$ cat config.mk
export PLATFORM = sky130hd
export DESIGN_NAME = mem_access_unit_flat
export DESIGN_NICKNAME = d
export VERILOG_FILES = /design/src/rtl/mem_pkg.sv /design/src/rtl/mem_access_unit_if.sv /design/src/rtl/mem_lane_align.sv /design/src/rtl/mem_access_unit.sv /design/src/flat_wrapper.sv
export SDC_FILE = /design/constraint.sdc
export NUM_CORES = 1
export LEC_CHECK = 0
export CAP_MARGIN = 20
export CORE_UTILIZATION = 53
export CTS_CLUSTER_SIZE = 8
export DETAILED_ROUTE_END_ITERATION = 16
export GPL_TIMING_DRIVEN = 0
export HOLD_SLACK_MARGIN = 0.08
export PLACE_DENSITY = 0.87
export SYNTH_ARGS = -nofsm -noshare
export SYNTH_HDL_FRONTEND = slang
export SYNTH_SLANG_ARGS = --single-unit
$ cat constraint.sdc
create_clock -name clk -period 6.5 [get_ports clk]
set_input_delay 0.65 -clock clk [delete_from_list [all_inputs] [get_ports clk]]
set_output_delay 0.65 -clock clk [all_outputs]
set_load 0.02 [all_outputs]
$ cat src/rtl/mem_pkg.sv
// Shared types and helpers for the load/store front end.
package mem_pkg;

  localparam int WORD_BYTES = 4;
  localparam int OFF_W      = $clog2(WORD_BYTES);

  typedef enum logic [2:0] {
    LW  = 3'd0,
    LH  = 3'd1,
    LHU = 3'd2,
    LB  = 3'd3,
    LBU = 3'd4,
    SW  = 3'd5,
    SH  = 3'd6,
    SB  = 3'd7
  } mem_op_e;

  typedef enum logic [1:0] {
    IDLE,
    RD,
    WR,
    RESP
  } mau_state_e;

  function automatic logic is_load(mem_op_e op);
    return op inside {LW, LH, LHU, LB, LBU};
  endfunction

  function automatic logic is_aligned(mem_op_e op, logic [OFF_W-1:0] offset);
    case (op)
      LW, SW:      return offset == '0;
      LH, LHU, SH: return !offset[0];
      default:     return 1'b1;
    endcase
  endfunction

endpackage

$ cat src/rtl/mem_access_unit_if.sv
// Request/response handshake plus the word-RAM port of the load/store unit.
interface mem_access_unit_if #(parameter int RAM_ADDR_WIDTH = 10);
  import mem_pkg::*;

  logic                      req_valid;
  logic                      req_ready;
  mem_op_e                   req_op;
  logic [31:0]               req_addr;
  logic [31:0]               req_wdata;
  logic                      resp_valid;
  logic [31:0]               resp_rdata;
  logic                      resp_err;
  logic [RAM_ADDR_WIDTH-1:0] ram_addr;
  logic [31:0]               ram_wr_data;
  logic                      ram_wr_en;
  logic [31:0]               ram_rd_data;

  // The master side is the datapath plus the RAM model.
  modport master (
    output req_valid, req_op, req_addr, req_wdata, ram_rd_data,
    input  req_ready, resp_valid, resp_rdata, resp_err,
           ram_addr, ram_wr_data, ram_wr_en
  );

  modport slave (
    input  req_valid, req_op, req_addr, req_wdata, ram_rd_data,
    output req_ready, resp_valid, resp_rdata, resp_err,
           ram_addr, ram_wr_data, ram_wr_en
  );

endinterface

$ cat src/rtl/mem_lane_align.sv
// Combinational lane select/extend for loads and byte/halfword merge for stores.
module mem_lane_align
  import mem_pkg::*;
(
  input  logic [31:0]      word_i,
  input  logic [OFF_W-1:0] offset_i,
  input  mem_op_e          op_i,
  input  logic [31:0]      wdata_i,
  output logic [31:0]      load_o,
  output logic [31:0]      store_o
);

  logic [7:0]  byte_lane;
  logic [15:0] half_lane;

  assign byte_lane = word_i[{offset_i, 3'b000} +: 8];
  assign half_lane = offset_i[1] ? word_i[31:16] : word_i[15:0];

  always_comb begin
    load_o = word_i;
    case (op_i)
      LB:      load_o = {{24{byte_lane[7]}}, byte_lane};
      LBU:     load_o = {24'h0, byte_lane};
      LH:      load_o = {{16{half_lane[15]}}, half_lane};
      LHU:     load_o = {16'h0, half_lane};
      default: load_o = word_i;
    endcase
  end

  // Sub-word stores rewrite only their own lane of the word just read.
  always_comb begin
    store_o = wdata_i;
    case (op_i)
      SB: begin
        store_o = word_i;
        store_o[{offset_i, 3'b000} +: 8] = wdata_i[7:0];
      end
      SH: begin
        store_o = word_i;
        store_o[{offset_i[1], 4'b0000} +: 16] = wdata_i[15:0];
      end
      default: store_o = wdata_i;
    endcase
  end

endmodule

$ cat src/rtl/mem_access_unit.sv
// Byte-addressed load/store front end for a word RAM; sub-word stores use read-modify-write.
module mem_access_unit
  import mem_pkg::*;
#(
  parameter int RAM_ADDR_WIDTH = 10
) (
  input logic               clk,
  input logic               rst_n,
  mem_access_unit_if.slave  bus
);

  mau_state_e                state_q, state_d;
  mem_op_e                   op_q, op_d;
  logic [31:0]               wdata_q, wdata_d;
  logic [OFF_W-1:0]          off_q, off_d;
  logic [RAM_ADDR_WIDTH-1:0] addr_q, addr_d;
  logic [31:0]               wr_data_q, wr_data_d;
  logic [31:0]               rdata_q, rdata_d;
  logic                      err_q, err_d;
  logic [31:0]               load_val;
  logic [31:0]               store_word;
  logic                      unused_addr_hi;

  // Address bits above the RAM range are dropped so accesses wrap.
  assign unused_addr_hi = ^bus.req_addr[31:RAM_ADDR_WIDTH+2];

  mem_lane_align u_align (
    .word_i   (bus.ram_rd_data),
    .offset_i (off_q),
    .op_i     (op_q),
    .wdata_i  (wdata_q),
    .load_o   (load_val),
    .store_o  (store_word)
  );

  always_comb begin
    state_d   = state_q;
    op_d      = op_q;
    wdata_d   = wdata_q;
    off_d     = off_q;
    addr_d    = addr_q;
    wr_data_d = wr_data_q;
    rdata_d   = rdata_q;
    err_d     = err_q;
    unique case (state_q)
      IDLE: begin
        if (bus.req_valid) begin
          op_d    = bus.req_op;
          wdata_d = bus.req_wdata;
          off_d   = bus.req_addr[OFF_W-1:0];
          addr_d  = bus.req_addr[RAM_ADDR_WIDTH+1:2];
          rdata_d = '0;
          err_d   = !is_aligned(bus.req_op, bus.req_addr[OFF_W-1:0]);
          if (!is_aligned(bus.req_op, bus.req_addr[OFF_W-1:0])) begin
            state_d = RESP;
          end else if (bus.req_op == SW) begin
            wr_data_d = bus.req_wdata;
            state_d   = WR;
          end else begin
            state_d = RD;
          end
        end
      end
      RD: begin
        if (is_load(op_q)) begin
          rdata_d = load_val;
          state_d = RESP;
        end else begin
          wr_data_d = store_word;
          state_d   = WR;
        end
      end
      WR:      state_d = RESP;
      RESP:    state_d = IDLE;
      default: state_d = IDLE;
    endcase
  end

  always_ff @(posedge clk) begin
    if (!rst_n) begin
      state_q   <= IDLE;
      op_q      <= LW;
      wdata_q   <= '0;
      off_q     <= '0;
      addr_q    <= '0;
      wr_data_q <= '0;
      rdata_q   <= '0;
      err_q     <= 1'b0;
    end else begin
      state_q   <= state_d;
      op_q      <= op_d;
      wdata_q   <= wdata_d;
      off_q     <= off_d;
      addr_q    <= addr_d;
      wr_data_q <= wr_data_d;
      rdata_q   <= rdata_d;
      err_q     <= err_d;
    end
  end

  assign bus.req_ready   = (state_q == IDLE);
  assign bus.ram_wr_en   = (state_q == WR);
  assign bus.resp_valid  = (state_q == RESP);
  assign bus.ram_addr    = addr_q;
  assign bus.ram_wr_data = wr_data_q;
  assign bus.resp_rdata  = rdata_q;
  assign bus.resp_err    = err_q;

endmodule

$ cat src/flat_wrapper.sv
// flat-port wrapper written by rule: the top's interface ports become plain ports
module mem_access_unit_flat import mem_pkg::*;
#(
  parameter int RAM_ADDR_WIDTH = 10
)
  (clk, rst_n, bus_req_valid, bus_req_op, bus_req_addr, bus_req_wdata, bus_ram_rd_data, bus_req_ready, bus_resp_valid, bus_resp_rdata, bus_resp_err, bus_ram_addr, bus_ram_wr_data, bus_ram_wr_en);
  mem_access_unit_if #(.RAM_ADDR_WIDTH(RAM_ADDR_WIDTH)) bus_i ();
  input logic clk;
  input logic rst_n;
  input wire logic [$bits(bus_i.req_valid)-1:0] bus_req_valid;
  input wire logic [$bits(bus_i.req_op)-1:0] bus_req_op;
  input wire logic [$bits(bus_i.req_addr)-1:0] bus_req_addr;
  input wire logic [$bits(bus_i.req_wdata)-1:0] bus_req_wdata;
  input wire logic [$bits(bus_i.ram_rd_data)-1:0] bus_ram_rd_data;
  output wire logic [$bits(bus_i.req_ready)-1:0] bus_req_ready;
  output wire logic [$bits(bus_i.resp_valid)-1:0] bus_resp_valid;
  output wire logic [$bits(bus_i.resp_rdata)-1:0] bus_resp_rdata;
  output wire logic [$bits(bus_i.resp_err)-1:0] bus_resp_err;
  output wire logic [$bits(bus_i.ram_addr)-1:0] bus_ram_addr;
  output wire logic [$bits(bus_i.ram_wr_data)-1:0] bus_ram_wr_data;
  output wire logic [$bits(bus_i.ram_wr_en)-1:0] bus_ram_wr_en;
  assign bus_i.req_valid = bus_req_valid;
  assign bus_i.req_op = bus_req_op;
  assign bus_i.req_addr = bus_req_addr;
  assign bus_i.req_wdata = bus_req_wdata;
  assign bus_i.ram_rd_data = bus_ram_rd_data;
  assign bus_req_ready = bus_i.req_ready;
  assign bus_resp_valid = bus_i.resp_valid;
  assign bus_resp_rdata = bus_i.resp_rdata;
  assign bus_resp_err = bus_i.resp_err;
  assign bus_ram_addr = bus_i.ram_addr;
  assign bus_ram_wr_data = bus_i.ram_wr_data;
  assign bus_ram_wr_en = bus_i.ram_wr_en;
  mem_access_unit #(.RAM_ADDR_WIDTH(RAM_ADDR_WIDTH)) u_core (.clk(clk), .rst_n(rst_n), .bus(bus_i));
endmodule
==> impl_metrics.py, run 1 <==
metrics = {
    "sta": {
        "finalHoldViolCount": 0,
        "rsz0062_at_grt": "no",
        "slew_viol_final": 0,
        "slew_headroom": 0.3568,
        "setup-violations-final": 0,
        "achievable-frequency_mhz": 319.9,
        "worst_pin_slew_ns": 0.9574,
        "post-route-period-util": 0.4809,
        "tns_ns": 0,
        "hold_ws_ns": 0.4607,
        "fin_skew_ns": 0.006069,
        "finalCriticalPeriod_ns": 3.126,
    },
    "die": {
        "die_area_mm2": 0.01273,
        "core_mm2": 0.01201,
        "initial_core_util": 0.5420,
        "fp.dieW_um": 112.8,
        "die_h_um": 112.8,
        "num_io_pins": 180,
        "core.rowCount": 40,
    },
    "global_route": {
        "grt.total_usage": 0.3538,
        "grt_max_degree": 17,
        "grt_first_pass_wirelength_um": 34580,
        "overflow": 0,
        "antenna_found_initial": 0,
        "grt_pass1_vias": 6509,
    },
    "synthesis": {
        "synth_cell_types": 65,
        "ys_seq_elements": 114,
        "synth_top_family_by_area": "compound AO/OA/AOI/OAI gates",
        "synthCells": 749,
        "yosysMostFrequentCell": "nand2_1",
        "synth_top_cell_by_area": "dfxtp_1",
        "synthSimpleGateAreaFrac": 0.1862,
        "synth_mux_area_frac": 0.04190,
        "synth_area_per_cell_um2": 8.692,
        "ys_top_cells_by_count": "134 x nand2_1, 114 x dfxtp_1, 49 x a21boi_0",
        "async_reset_ff_frac": 0,
        "synth_edf_count": 0,
        "syn_area_mm2": 0.006510,
        "synth_nets": 860,
        "synth-xor-area-share": 0.001345,
        "synth.top_cell.area_share": 0.3506,
        "yosysSeqAreaShare": 0.3506,
        "synth_adder_area_share": 0.01730,
        "netlist_top_cells_area": "dfxtp_1 35%, nand2_1 7.7%, a21boi_0 5.7%",
        "synth_flop_cell": "dfxtp_1",
        "yosys_warnings": 0,
        "synth_compound_area_frac": 0.3400,
    },
    "clocking": {
        "cts_root_buf": "clkbuf_16",
        "cts-hold-fix-buffers": 0,
        "h-tree-depth": 4,
        "cts_sinks": 114,
        "cts_repair_resize_count": 0,
        "cts_tree": "built",
        "numCtsBuffers": 17,
        "cts.clk_slew.worst_paths_ns": 0.05,
        "clk-insertion-delay-late_ns": 0.42,
        "cts_max_path_buffers": 2,
        "post-cts-setup-buffer-count": 0,
    },
    "power": {
        "power_leakage_nw": 3.139,
        "p_switching_w": 0.001428,
        "p_per_area_mw_per_mm2": 413.5,
        "sw_frac_of_total": 0.3911,
        "power.share.clock": 0.243,
        "p_seq_frac": 0.290,
        "p_int_w": 0.002224,
        "irDropWorstVdd_mv": 0.2761,
        "combinationalPowerShare": 0.468,
        "power_w": 0.003653,
    },
    "detailed_routing": {
        "drt_iter0_markers": 624,
        "routed_wl_um": 22150,
        "wl_per_cell_um": 20.42,
        "via_count": 6828,
        "drt.antenna.violating_nets": 0,
        "routed_via_density": 6.293,
        "remaining_drc_errors": 0,
        "first_pass_iters": 6,
    },
    "critical_path": {
        "r2r_end": "u_core.bus.ram_wr_data[26]$_SDFFE_PN0P_",
        "crit_arrival_ns": 3.48,
        "reg2reg_slack_ns": 3.37,
        "startpoint_type": "flip-flop",
        "cp-end-kind": "flip-flop",
        "reg2regPathDepth": 9,
        "endpoint": "u_core.bus.ram_wr_data[26]$_SDFFE_PN0P_",
        "critPathKind": "reg -> reg",
        "cp_max_fo": 12,
        "startpoint": "u_core.off_q[1]$_SDFFE_PN0P_",
        "cp_data_required_time_ns": 6.86,
        "r2r_start": "u_core.off_q[1]$_SDFFE_PN0P_",
    },
    "finish": {
        "final_cells": 1085,
        "n_fill_cell": 922,
        "final_core_util": 0.7355,
        "area_growth_pct": 35.71,
        "layout.nets": 1037,
        "drive_gt1_frac": 0.1226,
        "insertedDiodeCount": 0,
    },
    "placed_design": {
        "place_congestion": 0.9563,
        "port_buffers": 158,
        "place_hpwl_um": 16300,
        "dp.cells": 1054,
    },
    "outcome": {
        "status": "finished, final reports clean",
    },
    "job": {
        "maxCapViolations": 0,
    },
    "hold_path": {
        "hold_path.class": "reg -> reg",
    },
}
-- cells by family after synthesis --
logic type / Yosys count
AND/OR/NAND/NOR: 249
AO/OA/AOI/OAI: 266
adder cells (fa/ha/maj): 9
flip-flops: 114
buffers and inverters: 85
XOR/XNOR: 1
multiplexers: 25
-- layout by cell type, fill, tap and decap left out, drive strengths merged, types with 8 or more instances in the layout --
master         instances
a221oi                 9
a221o                 16
buf                   34
dfxtp                114
nor2b                 27
a21boi                50
or2                   34
nor2                  21
ha                     9
nand2                134
mux2                   8
o2bb2ai               23
a22oi                 14
a211oi                18
mux2i                 16
a21oi                 16
clkdlybuf4s50        158
a32o                  33
o311ai                16
clkbuf                61
inv                   16
o21ai                 20
o211ai                16
a311oi                 8
a31oi                  8
and2                  10
-- stage by stage --
step                      instance area (um2)  worst slack (ns)
after floorplan                          6510             4.192
after global placement                   8275             3.488
after detailed placement                 8275             3.510
after CTS                                8835             3.443
after global routing                     8835             3.158
final                                    8835             3.374
-- final cells by class --
type,count,area (um2),area share
Multi-Input combinational cell,550,3820,0.4324
Sequential cell,114,2282,0.2583
Timing Repair Buffer,158,1582,0.1790
Clock buffer,26,509.2,0.05764
Buffer,69,347.8,0.03937
Tap cell,147,183.9,0.02082
Inverter,16,60.06,0.006798
Clock inverter,5,50.05,0.005665
-- power groups by stage --
stage / Combinational, W / Sequential (W) / Clock [W]
finish: 0.00171 / 0.00106 / 0.000886
global route: 0.00182 / 0.00108 / 0.000924
CTS: 0.00169 / 0.00105 / 0.000893
detailed placement: 0.00167 / 0.00106 / 0
global placement: 0.00165 / 0.00106 / 0
floorplan: 0.000838 / 0.00123 / 0
-- how the worst min path moves through the flow --
stage | slack (ns) | from | depth (start not counted) | end
2_1_floorplan | 0.44 | u_core.wdata_q[16]$_SDFFE_PN0P_ | 2 | u_core.wdata_q[16]$_SDFFE_PN0P_
3_3_place_gp | 0.45 | u_core.bus.ram_wr_data[22]$_SDFFE_PN0P_ | 1 | u_core.bus.ram_wr_data[22]$_SDFFE_PN0P_
3_5_place_dp | 0.45 | u_core.bus.resp_rdata[5]$_SDFFE_PN0P_ | 1 | u_core.bus.resp_rdata[5]$_SDFFE_PN0P_
4_1_cts | 0.46 | u_core.bus.resp_rdata[5]$_SDFFE_PN0P_ | 1 | u_core.bus.resp_rdata[5]$_SDFFE_PN0P_
5_1_grt | 0.48 | u_core.bus.resp_rdata[6]$_SDFFE_PN0P_ | 1 | u_core.bus.resp_rdata[6]$_SDFFE_PN0P_
6_report | 0.46 | u_core.bus.resp_rdata[5]$_SDFFE_PN0P_ | 1 | u_core.bus.resp_rdata[5]$_SDFFE_PN0P_
-- worst max-delay path, cell delays in order, from the launching register on --
cell	delay, ns
dfxtp_1	0.32
buf_2	0.17
inv_1	0.14
clkbuf_1	0.48
ha_1	0.38
nor4bb_1	0.32
clkbuf_1	0.33
a221oi_1	0.13
o311ai_0	0.52
a32o_1	0.27
-- sequential cells by signal, summed over array words and instances (netlist names) --
name,flops
u_core.bus.resp_rdata,32
u_core.bus.ram_addr,10
u_core.bus.ram_wr_data,32
u_core.op_q,3
u_core.wdata_q,32
u_core.off_q,2
u_core.state_q,2
u_core.bus.resp_err,1
-- routing by layer --
metal / routed length [um] / global-route usage
met5: 0 / 0
met4: 1106 / 0.1947
met3: 2163 / 0.08570
met2: 10070 / 0.5658
met1: 8815 / 0.4392
(Power assumes the default switching activity.)
==> inputs of run 2 (changes only) <==
--- a/config.mk
+++ b/config.mk
@@ -6,12 +6,12 @@
 export NUM_CORES = 1
 export LEC_CHECK = 0
 export CAP_MARGIN = 20
-export CORE_UTILIZATION = 53
+export CORE_UTILIZATION = 49
 export CTS_CLUSTER_SIZE = 8
 export DETAILED_ROUTE_END_ITERATION = 16
 export GPL_TIMING_DRIVEN = 0
 export HOLD_SLACK_MARGIN = 0.08
-export PLACE_DENSITY = 0.87
+export PLACE_DENSITY = 0.81
 export SYNTH_ARGS = -nofsm -noshare
 export SYNTH_HDL_FRONTEND = slang
 export SYNTH_SLANG_ARGS = --single-unit
==> constraint.sdc (replaced) <==
create_clock -name clk -period 2.9 [get_ports clk]
set_input_delay 0.29 -clock clk [delete_from_list [all_inputs] [get_ports clk]]
set_output_delay 0.29 -clock clk [all_outputs]
set_load 0.02 [all_outputs]
==> impl_metrics.py, run 2 (synthesis results as in run 1) <==
metrics = {
    "finish": {
        "design_area_mm2": 0.008871,
        "insertedDiodeCount": 0,
        "final_cell_mix": "158 x clkdlybuf4s50_1, 134 x nand2_1, 114 x dfxtp_1",
        "layout.nets": 1036,
        "layout_commonest_cell": "clkdlybuf4s50_1",
        "area_growth_pct": 36.27,
        "drive_gt1_frac": 0.1259,
        "n_fill_cell": 1017,
    },
    "detailed_routing": {
        "remaining_drc_errors": 0,
        "routed_via_density": 5.964,
        "via_count": 6614,
        "drt_iter0_markers": 600,
        "routed_wl_um": 22100,
        "drt.antenna.violating_nets": 0,
        "wl_per_cell_um": 19.93,
        "first_pass_iters": 5,
    },
    "critical_path": {
        "critPathKind": "reg -> reg",
        "cp_data_required_time_ns": 3.26,
        "crit_arrival_ns": 3.14,
        "reg2regPathDepth": 8,
        "cp_max_fo": 10,
        "cp_slowest_cell": "dfxtp_1",
        "startpoint_type": "flip-flop",
        "crit_path_cell_trace": "buf_2, inv_1, ha_1, nor4bb_1, clkbuf_1, a221oi_1, o311ai_0, a32o_1",
        "path_depth": 8,
        "slowest_delay_ns": 0.46,
        "critPathBufInv": 3,
        "cpLargestDelayFamily": "compound AO/OA/AOI/OAI gates",
        "cp-end-kind": "flip-flop",
    },
    "hold_path": {
        "holdPathStages": 3,
        "hold_path.class": "in -> reg",
    },
    "placed_design": {
        "place_hpwl_um": 16730,
        "place_area_mm2": 0.008307,
        "place_congestion": 0.9872,
        "port_buffers": 158,
        "post-place-ws_ns": -0.02246,
    },
    "global_route": {
        "grt_first_pass_wirelength_um": 34130,
        "grt.total_usage": 0.3348,
        "antenna_found_initial": 0,
        "grt_pass1_vias": 6203,
        "grt_max_degree": 17,
        "overflow": 0,
    },
    "clocking": {
        "cts_tree": "built",
        "cts.clk_slew.worst_paths_ns": 0.05,
        "cts_sinks": 114,
        "cts_max_path_buffers": 2,
        "cts-hold-fix-buffers": 0,
        "h-tree-depth": 4,
        "numCtsBuffers": 17,
        "cts_root_buf": "clkbuf_16",
        "clk-insertion-delay-late_ns": 0.42,
    },
    "power": {
        "power_w": 0.008213,
        "p_int_w": 0.005000,
        "p_per_area_mw_per_mm2": 925.9,
        "p_switching_w": 0.003214,
        "power_leakage_nw": 3.144,
        "p_seq_frac": 0.289,
        "combinationalPowerShare": 0.463,
        "irDropWorstVdd_mv": 0.5125,
        "sw_frac_of_total": 0.3913,
        "power.share.clock": 0.248,
    },
    "die": {
        "initial_core_util": 0.5096,
        "die_area_mm2": 0.01375,
        "core.rowCount": 41,
        "die_h_um": 117.3,
        "fp.dieW_um": 117.3,
        "core_mm2": 0.01277,
        "num_io_pins": 180,
    },
    "sta": {
        "finalCriticalPeriod_ns": 2.777,
        "fin_ws_ns": 0.1234,
        "post-route-period-util": 0.9574,
        "hold_ws_ns": 0.4237,
        "finalHoldViolCount": 0,
        "slew_headroom": 0.4219,
        "worst_pin_slew_ns": 0.8653,
        "achievable-frequency_mhz": 360.2,
        "setup-violations-final": 0,
        "slew_viol_final": 0,
        "rsz0062_at_grt": "no",
        "fin_skew_ns": 0.004263,
    },
    "outcome": {
        "status": "finished, final reports clean",
    },
    "job": {
        "maxCapViolations": 0,
    },
}
## run 2: through the flow
step,instances,utilization,setup TNS [ns]
after CTS,1109,0.6945,0
after global placement,1079,0.6503,-0.1107
after global routing,1109,0.6945,0
after detailed placement,1079,0.6503,-0.02246
after floorplan,749,-,0
final,1109,0.6945,0
## run 2: area by class of cell
class / count / area, um2 / area share
flip-flops and latches: 114 / 2282 / 0.2573
inverters: 16 / 60.06 / 0.006770
clock inverters: 11 / 111.4 / 0.01255
plain buffers: 68 / 344.1 / 0.03879
multi-input cells: 550 / 3820 / 0.4306
clock buffers: 20 / 456.7 / 0.05148
well taps: 172 / 215.2 / 0.02426
repair buffers: 158 / 1582 / 0.1783
## run 2: layer usage
| layer | global-route usage | part of all wire | wire length [um] | vias to the layer above |
|---|---|---|---|---|
| met5 | 0 | 0 | 0 | - |
| met4 | 0.1418 | 0.034 | 751 | 0 |
| met2 | 0.5169 | 0.44 | 9823 | 350 |
| met1 | 0.4333 | 0.42 | 9391 | 3072 |
| li1 | - | - | - | 3138 |
| met3 | 0.1009 | 0.097 | 2137 | 54 |
## run 2: timing repair
item / in CTS / in global routing
resized for setup: 0 / 5
endpoints found under the hold margin: 0 / 0
setup buffers: 0 / 0
endpoints found under the setup margin: 2 / 5
pin swaps: 0 / 0
## run 2: power groups by stage
| stage | sequential, W | clock, W | combinational (W) |
|---|---|---|---|
| after floorplan | 0.00275 | 0 | 0.00188 |
| after global placement | 0.00238 | 0 | 0.00374 |
| after detailed placement | 0.00239 | 0 | 0.00377 |
| after CTS | 0.00236 | 0.00203 | 0.00379 |
| after global routing | 0.00242 | 0.00211 | 0.00412 |
| final | 0.00237 | 0.00203 | 0.00381 |
## run 2: path summary, 6_finish.rpt
kind,startpoint,endpoint,slack (ns)
setup / recovery,u_core.off_q[0]$_SDFFE_PN0P_,u_core.bus.ram_wr_data[24]$_SDFFE_PN0P_,0.12
hold / removal,bus_req_addr[9],u_core.bus.ram_addr[7]$_SDFFE_PN0P_,0.42
setup reg to reg,u_core.off_q[0]$_SDFFE_PN0P_,u_core.bus.ram_wr_data[24]$_SDFFE_PN0P_,0.12
hold reg to reg,u_core.bus.resp_rdata[4]$_SDFFE_PN0P_,u_core.bus.resp_rdata[4]$_SDFFE_PN0P_,0.46
## run 2: worst register-to-register path: cells and delay by family (launching register included)
kind | cells | cell delay (ns)
AOI/OAI and AO/OA | 3 | 0.79
adders and majority gates | 1 | 0.36
buffers and inverters | 3 | 0.76
DFF | 1 | 0.46
and+or+nand+nor | 1 | 0.35
